[config.mk]
export PLATFORM = sky130hd
export DESIGN_NAME = spi_host_fifo
export DESIGN_NICKNAME = d
export VERILOG_FILES = /design/src/rtl/spi_host_fifo.sv
export SDC_FILE = /design/constraint.sdc
export NUM_CORES = 1
export LEC_CHECK = 0
export BUFFER_PORTS_ARGS = -buffer_cell sky130_fd_sc_hd__buf_2
export CAP_MARGIN = 20
export CORE_MARGIN = 2
export CORE_UTILIZATION = 34
export CTS_BUF_LIST = sky130_fd_sc_hd__clkbuf_4 sky130_fd_sc_hd__clkbuf_8 sky130_fd_sc_hd__clkbuf_16
export DETAILED_ROUTE_END_ITERATION = 8
export PLACE_DENSITY = 0.47
export RECOVER_POWER = 50
export SLEW_MARGIN = 10
export SYNTH_ARGS = -nofsm -noshare
export SYNTH_HDL_FRONTEND = slang
export SYNTH_SLANG_ARGS = --single-unit
[constraint.sdc]
create_clock -name clk_i -period 4.5 [get_ports clk_i]
set_input_delay 0.225 -clock clk_i [delete_from_list [all_inputs] [get_ports clk_i]]
set_output_delay 0.225 -clock clk_i [all_outputs]
set_load 0.02 [all_outputs]
[src/rtl/spi_host_fifo.sv]
// rtl/spi_host_fifo.sv - SPI master with TX/RX FIFOs behind a flat register bus
// Optional build macro SPI_LOOPBACK_EN: CTRL[5] routes sd_o back into the receiver.
module spi_host_fifo #(
   parameter int NUM_CS     = 4,
   parameter int DATA_W     = 8,
   parameter int FIFO_DEPTH = 8,
   parameter int DIV_W      = 16
) (
   input  logic              clk_i,
   input  logic              rst_i,
   input  logic [7:0]        addr_i,
   input  logic [31:0]       wdata_i,
   input  logic [3:0]        be_i,
   input  logic              we_i,
   input  logic              re_i,
   output logic [31:0]       rdata_o,
   output logic              error_o,
   output logic              intr_o,
   output logic [NUM_CS-1:0] ss_o,
   output logic              sclk_o,
   output logic              sd_o,
   input  logic              sd_i
);
   localparam int PTR_W = (FIFO_DEPTH > 1) ? $clog2(FIFO_DEPTH) : 1;
   localparam int LVL_W = PTR_W + 1;
   localparam int H_W   = $clog2(2 * DATA_W);
   localparam logic [H_W-1:0]   H_LAST  = H_W'(2 * DATA_W - 1);
   localparam logic [LVL_W-1:0] DEPTH_L = LVL_W'(FIFO_DEPTH);
   localparam logic [7:0] A_CTRL = 8'h00, A_DIV = 8'h04, A_CS = 8'h08, A_TX = 8'h0C,
                          A_RX = 8'h10, A_STAT = 8'h14, A_INTR = 8'h18;

   typedef enum logic [1:0] {IDLE, LEAD, SHIFT, TRAIL} state_t;
   state_t state, state_d;

   logic              en, cpol, cpha, lsb_first, ie, lb;
   logic [DIV_W-1:0]  div;
   logic [NUM_CS-1:0] cs_mask;
   logic              cs_keep, rx_ovf, done;

   logic              cpol_q, cpha_q, lsb_q;
   logic [DIV_W-1:0]  div_q, cnt;
   logic [H_W-1:0]    h;
   logic [DATA_W-1:0] tx_sh, rx_sh;
   logic              sd_q, sdi;

   logic [DATA_W-1:0] tx_mem [FIFO_DEPTH];
   logic [DATA_W-1:0] rx_mem [FIFO_DEPTH];
   logic [PTR_W-1:0]  tx_wp, tx_rp, rx_wp, rx_rp;
   logic [LVL_W-1:0]  tx_lvl, rx_lvl;
   logic              tx_full, tx_empty, rx_full, rx_empty;

   logic mapped, wr_ok, wr_ctrl, en_d;
   logic tx_push, tx_pop, rx_pop, rx_wr;
   logic tick, lead_go, drive, sample, rx_done, set_done;
   logic [31:0] rd;
   logic unused_wdata;

   assign unused_wdata = ^wdata_i;

   function automatic logic obit(input logic [DATA_W-1:0] d, input logic lsb);
      return lsb ? d[0] : d[DATA_W-1];
   endfunction

   function automatic logic [DATA_W-1:0] shift_out(input logic [DATA_W-1:0] d, input logic lsb);
      return lsb ? (d >> 1) : (d << 1);
   endfunction

   always_comb begin
      mapped   = (addr_i == A_CTRL) || (addr_i == A_DIV) || (addr_i == A_CS) || (addr_i == A_TX) ||
                 (addr_i == A_RX) || (addr_i == A_STAT) || (addr_i == A_INTR);
      wr_ok    = we_i && (be_i == 4'hF) && mapped;
      wr_ctrl  = wr_ok && (addr_i == A_CTRL);
      tx_full  = (tx_lvl == DEPTH_L);
      tx_empty = (tx_lvl == '0);
      rx_full  = (rx_lvl == DEPTH_L);
      rx_empty = (rx_lvl == '0);
      tx_push  = wr_ok && (addr_i == A_TX) && !tx_full;
      rx_pop   = re_i && (addr_i == A_RX) && !rx_empty;
      error_o  = ((we_i || re_i) && !mapped) || (we_i && (be_i != 4'hF)) ||
                 (wr_ok && (addr_i == A_TX) && tx_full) || (re_i && (addr_i == A_RX) && rx_empty);
      // Clearing en aborts at the very edge that writes it, so the bus sees IDLE next cycle.
      en_d     = wr_ctrl ? wdata_i[0] : en;
      sdi      = lb ? sd_q : sd_i;
   end

   always_ff @(posedge clk_i or posedge rst_i) begin
      if (rst_i) state <= IDLE;
      else       state <= state_d;
   end

   always_comb begin
      state_d  = state;
      tx_pop   = 1'b0;
      lead_go  = 1'b0;
      drive    = 1'b0;
      sample   = 1'b0;
      rx_done  = 1'b0;
      set_done = 1'b0;
      tick     = (cnt == div_q);
      case (state)
         IDLE: if (en && !tx_empty) begin
            state_d = LEAD;
            tx_pop  = 1'b1;
            lead_go = 1'b1;
         end
         LEAD: if (!en_d) state_d = IDLE;
         else if (tick) begin
            state_d = SHIFT;
            drive   = cpha_q;
            sample  = !cpha_q;
         end
         SHIFT: if (!en_d) state_d = IDLE;
         else if (tick) begin
            if (h == H_LAST) begin
               state_d = TRAIL;
               rx_done = 1'b1;
            end else if (h[0]) begin
               drive  = cpha_q;
               sample = !cpha_q;
            end else begin
               drive  = !cpha_q;
               sample = cpha_q;
            end
         end
         TRAIL: if (!en_d) state_d = IDLE;
         else if (tick) begin
            if (!tx_empty) begin
               state_d = LEAD;
               tx_pop  = 1'b1;
               lead_go = 1'b1;
            end else begin
               state_d  = IDLE;
               set_done = 1'b1;
            end
         end
         default: state_d = IDLE;
      endcase
   end

   assign sclk_o = (state == SHIFT) ? (cpol_q ^ ~h[0]) : ((state == IDLE) ? cpol : cpol_q);
   assign ss_o   = ~(cs_mask & {NUM_CS{(state != IDLE) || cs_keep}});
   assign sd_o   = sd_q;
   assign intr_o = done && ie;
   assign rx_wr  = rx_done && (!rx_full || rx_pop);

   always_ff @(posedge clk_i or posedge rst_i) begin
      if (rst_i) begin
         cnt <= '0; h <= '0; div_q <= '0;
         cpol_q <= 1'b0; cpha_q <= 1'b0; lsb_q <= 1'b0;
         tx_sh <= '0; rx_sh <= '0; sd_q <= 1'b0;
      end else begin
         if ((state == IDLE) || (state_d != state) || tick) cnt <= '0;
         else cnt <= cnt + DIV_W'(1);
         if (state != SHIFT) h <= '0;
         else if (tick) h <= h + H_W'(1);
         // Frame format is frozen at LEAD so mid-burst register writes apply to the next frame.
         if (lead_go) begin
            cpol_q <= cpol;
            cpha_q <= cpha;
            lsb_q  <= lsb_first;
            div_q  <= div;
            rx_sh  <= '0;
            if (cpha) tx_sh <= tx_mem[tx_rp];
            else begin
               tx_sh <= shift_out(tx_mem[tx_rp], lsb_first);
               sd_q  <= obit(tx_mem[tx_rp], lsb_first);
            end
         end
         if (drive) begin
            sd_q  <= obit(tx_sh, lsb_q);
            tx_sh <= shift_out(tx_sh, lsb_q);
         end
         if (sample) rx_sh <= lsb_q ? {sdi, rx_sh[DATA_W-1:1]} : {rx_sh[DATA_W-2:0], sdi};
      end
   end

   always_ff @(posedge clk_i) begin
      if (tx_push) tx_mem[tx_wp] <= wdata_i[DATA_W-1:0];
      if (rx_wr)   rx_mem[rx_wp] <= rx_sh;
   end

   always_ff @(posedge clk_i or posedge rst_i) begin
      if (rst_i) begin
         tx_wp <= '0; tx_rp <= '0; tx_lvl <= '0;
         rx_wp <= '0; rx_rp <= '0; rx_lvl <= '0;
      end else begin
         if (tx_push) tx_wp <= tx_wp + PTR_W'(1);
         if (tx_pop)  tx_rp <= tx_rp + PTR_W'(1);
         if (tx_push && !tx_pop)      tx_lvl <= tx_lvl + LVL_W'(1);
         else if (!tx_push && tx_pop) tx_lvl <= tx_lvl - LVL_W'(1);
         if (rx_wr)  rx_wp <= rx_wp + PTR_W'(1);
         if (rx_pop) rx_rp <= rx_rp + PTR_W'(1);
         if (rx_wr && !rx_pop)      rx_lvl <= rx_lvl + LVL_W'(1);
         else if (!rx_wr && rx_pop) rx_lvl <= rx_lvl - LVL_W'(1);
      end
   end

   always_ff @(posedge clk_i or posedge rst_i) begin
      if (rst_i) begin
         en <= 1'b0; cpol <= 1'b0; cpha <= 1'b0; lsb_first <= 1'b0; ie <= 1'b0;
         div <= '0; cs_mask <= '0; cs_keep <= 1'b0; rx_ovf <= 1'b0; done <= 1'b0;
      end else begin
         if (wr_ctrl) begin
            en        <= wdata_i[0];
            cpol      <= wdata_i[1];
            cpha      <= wdata_i[2];
            lsb_first <= wdata_i[3];
            ie        <= wdata_i[4];
         end
         if (wr_ok && (addr_i == A_DIV)) div <= wdata_i[DIV_W-1:0];
         if (wr_ok && (addr_i == A_CS)) begin
            cs_mask <= wdata_i[NUM_CS-1:0];
            cs_keep <= wdata_i[31];
         end
         if (rx_done && rx_full && !rx_pop)                       rx_ovf <= 1'b1;
         else if (wr_ok && (addr_i == A_STAT) && wdata_i[5])      rx_ovf <= 1'b0;
         if (set_done)                                            done <= 1'b1;
         else if (wr_ok && (addr_i == A_INTR) && wdata_i[0])      done <= 1'b0;
      end
   end

`ifdef SPI_LOOPBACK_EN
   always_ff @(posedge clk_i or posedge rst_i) begin
      if (rst_i)        lb <= 1'b0;
      else if (wr_ctrl) lb <= wdata_i[5];
   end
`else
   assign lb = 1'b0;
`endif

   always_comb begin
      rd = '0;
      case (addr_i)
         A_CTRL: rd[5:0] = {lb, ie, lsb_first, cpha, cpol, en};
         A_DIV:  rd[DIV_W-1:0] = div;
         A_CS: begin
            rd[NUM_CS-1:0] = cs_mask;
            rd[31]         = cs_keep;
         end
         A_RX:   if (!rx_empty) rd[DATA_W-1:0] = rx_mem[rx_rp];
         A_STAT: begin
            rd[5:0]   = {rx_ovf, rx_empty, rx_full, tx_empty, tx_full, state != IDLE};
            rd[15:8]  = 8'(tx_lvl);
            rd[23:16] = 8'(rx_lvl);
         end
         A_INTR: rd[0] = done;
         default: rd = '0;
      endcase
      rdata_o = re_i ? rd : 32'h0;
   end
endmodule

==> impl_metrics.csv <==
group,metric,value,unit
outcome,run_status,"complete, but fails checks",
outcome,violations,"max-capacitance violations, max-slew violations",
place,dp_hpwl,17.8,mm
synth,synth_xor_area_share,4.02,%
sta,min_period,3570,ps
sta,setup_tns,0,ps
grt,use_met1,21.2,%
critical_path,reg2reg_to,"rx_lvl[3]",
place,port_buffers,62,
power_and_ir_drop,p_per_area,355,nW/µm²
cells_and_area,final_common_cell,"edfxtp_1",
cts,clkLatencyLatePin,540,ps
floorplanning,start_util,34.5,%
grt,top_usage_layer,"met2",
cts,clock_sinks,234,
place,gp_congestion,0.807,
critical_path,crit_type,"primary input to flip-flop",
sta,skew,15.1,ps
grt,grt_usage,15.6,%
floorplanning,die_height,183,µm
synth,synthSimpleGateAreaFrac,9.75,%
floorplanning,chipWidth,183,µm
critical_path,crit_fanout,12,
critical_path,r2r_setup_slack,1030,ps
synth,synth-compound-area-share,5.37,%
floorplanning,num_rows,65,
synth,ys_ff_latch,234,
critical_path,critPathSlowestCell,"nor4_1",
critical_path,end_kind,"flip-flop",
place,dp.cells,1210,
sta,slew_viol_final,62,
grt,globalRouteOverflowTotal,0,
sta,grt_setup_unrepaired,"false",
critical_path,rr_startpoint,"cnt[2]",
routing,drc,0,
floorplanning,io_pins,89,
grt,grt_pass1_vias,6900,
grt,gr-usage-met2,26.0,%
grt,grt_antenna_before_repair,3,
min_path,hold_depth,3,
sta,finalSetupViolations,0,
synth,synth.top_cell.area_share,35.3,%
critical_path,max_stage_delay,740,ps
synth,yosysUniqueCellTypes,63,
sta,relSlewSlack,-98.6,%
cells_and_area,areaGrowthSynthToFinish,15.4,%
floorplanning,dieArea,33400,µm²
cts,postCtsSetupRepairBufs,0,
cells_and_area,finalNetCount,918,
cts,ctsRootBufferMaster,"clkbuf_16",
critical_path,critPathRequiredTime,4920,ps
min_path,hold_path_class,"primary input to flip-flop",
grt,grt_pass1_wl,40.4,mm
power_and_ir_drop,p_comb_share,2.1,%
cts,cts_tree,"yes",
routing,viasPerCell,5.13,
power_and_ir_drop,leakage,4.83,nW
cts,h-tree-depth,1,
power_and_ir_drop,p_sw_share,20.7,%
critical_path,critPathLaunchType,"primary input",
synth,synth_top_family_by_area,"multiplexers",
synth,synthMuxAreaShare,16.1,%
sta,post-route-period-util,79.4,%
routing,dr_total_vias,6553,
run,drv_cap,1,
grt,use_met3,2.30,%
cts,cts_buffers,27,
synth,synth_adder_area_share,2.21,%
routing,wl_per_cell,20.2,µm
floorplanning,fp.coreArea,31600,µm²
power_and_ir_drop,p_sw,0.000922,W
synth,ys_async_sr_fraction,45.3,%
grt,grt_start_max_net_pins,62,
cells_and_area,num-fill-cells,2944,
min_path,hp-start,"re_i",
cells_and_area,most-common-layout-cells,"edfxtp_1, dfrtp_1, mux2_2",
synth,synth_cells,765,
cts,clk_pin_slew,60,ps
synth,syn_area,10900,µm²
synth,avgSynthCellArea,14.2,µm²
cells_and_area,drive_above_1_share,24.4,%
synth,synth_flop_cell,"edfxtp_1",
power_and_ir_drop,power_frac_clock,47.2,%
routing,totalWireLength,25.8,mm
routing,ant_nets,0,
critical_path,crit_arrival,3990,ps
synth,synth_area_leaders,"edfxtp_1, dfrtp_1, mux4_2, mux2_2, mux2i_1",
cells_and_area,layout.cells.non_filler,1277,
min_path,hold_end,"rx_rp[2]",
sta,report.final.hold_viol_count,0,
sta,tightestPinTransition,2960,ps
routing,dr.pass1.iters,7,
cts,clock_path_buffers,3,
critical_path,ff2ff_path_depth,13,
synth,yosysWarnings,0,
synth,yosysTopAreaCell,"edfxtp_1",
routing,drt_iter0_markers,422,
synth,synth-edff-count,128,
critical_path,path_cells,"buf_2 -> nor4_1 -> and2b_1 -> nand2_1 -> nor3b_1 -> nand2_1 -> ha_1 -> inv_1 -> ha_1 -> a21o_1 -> a21oi_1 -> xnor2_1 -> nor2_1 -> xor2_1",
synth,yosysSeqAreaShare,59.7,%
power_and_ir_drop,p_int,0.00353,W
power_and_ir_drop,ir_worst_vdd,0.254,mV
sta,max_freq,280,MHz
power_and_ir_drop,seqPwrFrac,50.7,%
==> sequential cells by signal, indices dropped and copies added (netlist names), 4 cells and up <==
signal   flops
rx_lvl       4
rx_mem      64
h            4
div_q       16
rx_sh        8
cnt         16
cs_mask      4
tx_lvl       4
tx_sh        8
div         16
tx_mem      64
==> Yosys cell counts (4+ instances only) <==
cell type	number
a22o_1	6
xnor2_1	34
o21ai_0	18
dfrtp_1	106
a211oi_1	4
edfxtp_1	128
buf_4	14
nor2b_1	4
and2_1	11
nor2_1	44
nor3b_1	5
nand4_1	14
mux2_2	58
clkbuf_1	17
nor3_1	24
inv_1	12
a211o_1	7
buf_2	10
nand2b_1	10
or3_1	4
a21oi_1	12
nand3_1	25
and4_1	4
mux2i_1	36
and3_1	4
ha_1	16
nand2_1	38
mux4_2	32
o211ai_1	9
xor2_1	16
==> routing by layer <==
metal	vias to the layer above	part of all wire [%]
met4	0	3.0
met1	3336	46
met3	43	3.3
li1	3045	-
met2	129	48
met5	-	0
==> cell type report <==
cell class                      count  area (µm²)  area share (%)
Clock inverter                     12        90.1           0.717
Multi-Input combinational cell    483        4080            32.5
Timing Repair Buffer               92         556            4.42
Clock buffer                       38         771            6.14
Sequential cell                   234        6500            51.7
Antenna cell                        3        7.51          0.0598
Inverter                           13        52.6           0.418
Tap cell                          402         503            4.00
==> metrics by stage <==
stage	setup WS [ps]	cell area [µm²]	util [%]	power (W)	hold WS, ps
2_1_floorplan	1480	10900	-	0.00235	324
3_3_place_gp	921	11600	36.8	0.00239	419
3_5_place_dp	856	11600	36.8	0.00239	442
4_1_cts	1000	12600	40.0	0.00452	24.0
5_1_grt	630	12600	39.8	0.00462	91.3
6_report	928	12600	39.8	0.00446	88.2
==> how the worst max path moves through the flow <==
stage                         start   endpoint  slack, ps  depth (start not counted)
after floorplan              cnt[9]  tx_lvl[3]       1480                         15
after global placement    addr_i[1]  rx_lvl[3]        920                         13
after detailed placement  addr_i[1]  rx_lvl[3]        860                         13
after CTS                    cnt[2]  rx_lvl[3]       1000                         13
after global routing          rst_i  div_q[15]        630                          4
final                     addr_i[1]  rx_lvl[3]        930                         14
==> cells by family after synthesis <==
kind of cell / Yosys count
compound gates: 80
simple gates: 197
flops: 234
fa+ha+maj: 18
buf+inv: 58
xor+xnor: 50
other cells: 1
mux: 127
==> power by group through the flow <==
stage,clock [W],combinational [W],sequential (W)
floorplan,0,0.0000520,0.00230
global placement,0,0.0000854,0.00230
detailed placement,0,0.0000881,0.00230
CTS,0.00216,0.0000982,0.00226
global route,0.00226,0.000102,0.00226
finish,0.00210,0.0000915,0.00226
==> critical path, delay by kind of cell <==
family / cells / cell delay, ps
AND/OR/NAND/NOR: 6 / 2360
AO/OA/AOI/OAI: 2 / 350
buffers and inverters: 2 / 220
XOR/XNOR: 2 / 270
adder cells (fa/ha/maj): 2 / 560
==> repair_timing <==
action / CTS / global route
gates resized for setup: 0 / 0
endpoints found under the hold margin: 95 / 0
hold buffers: 14 / 0
(Power assumes the default switching activity.)
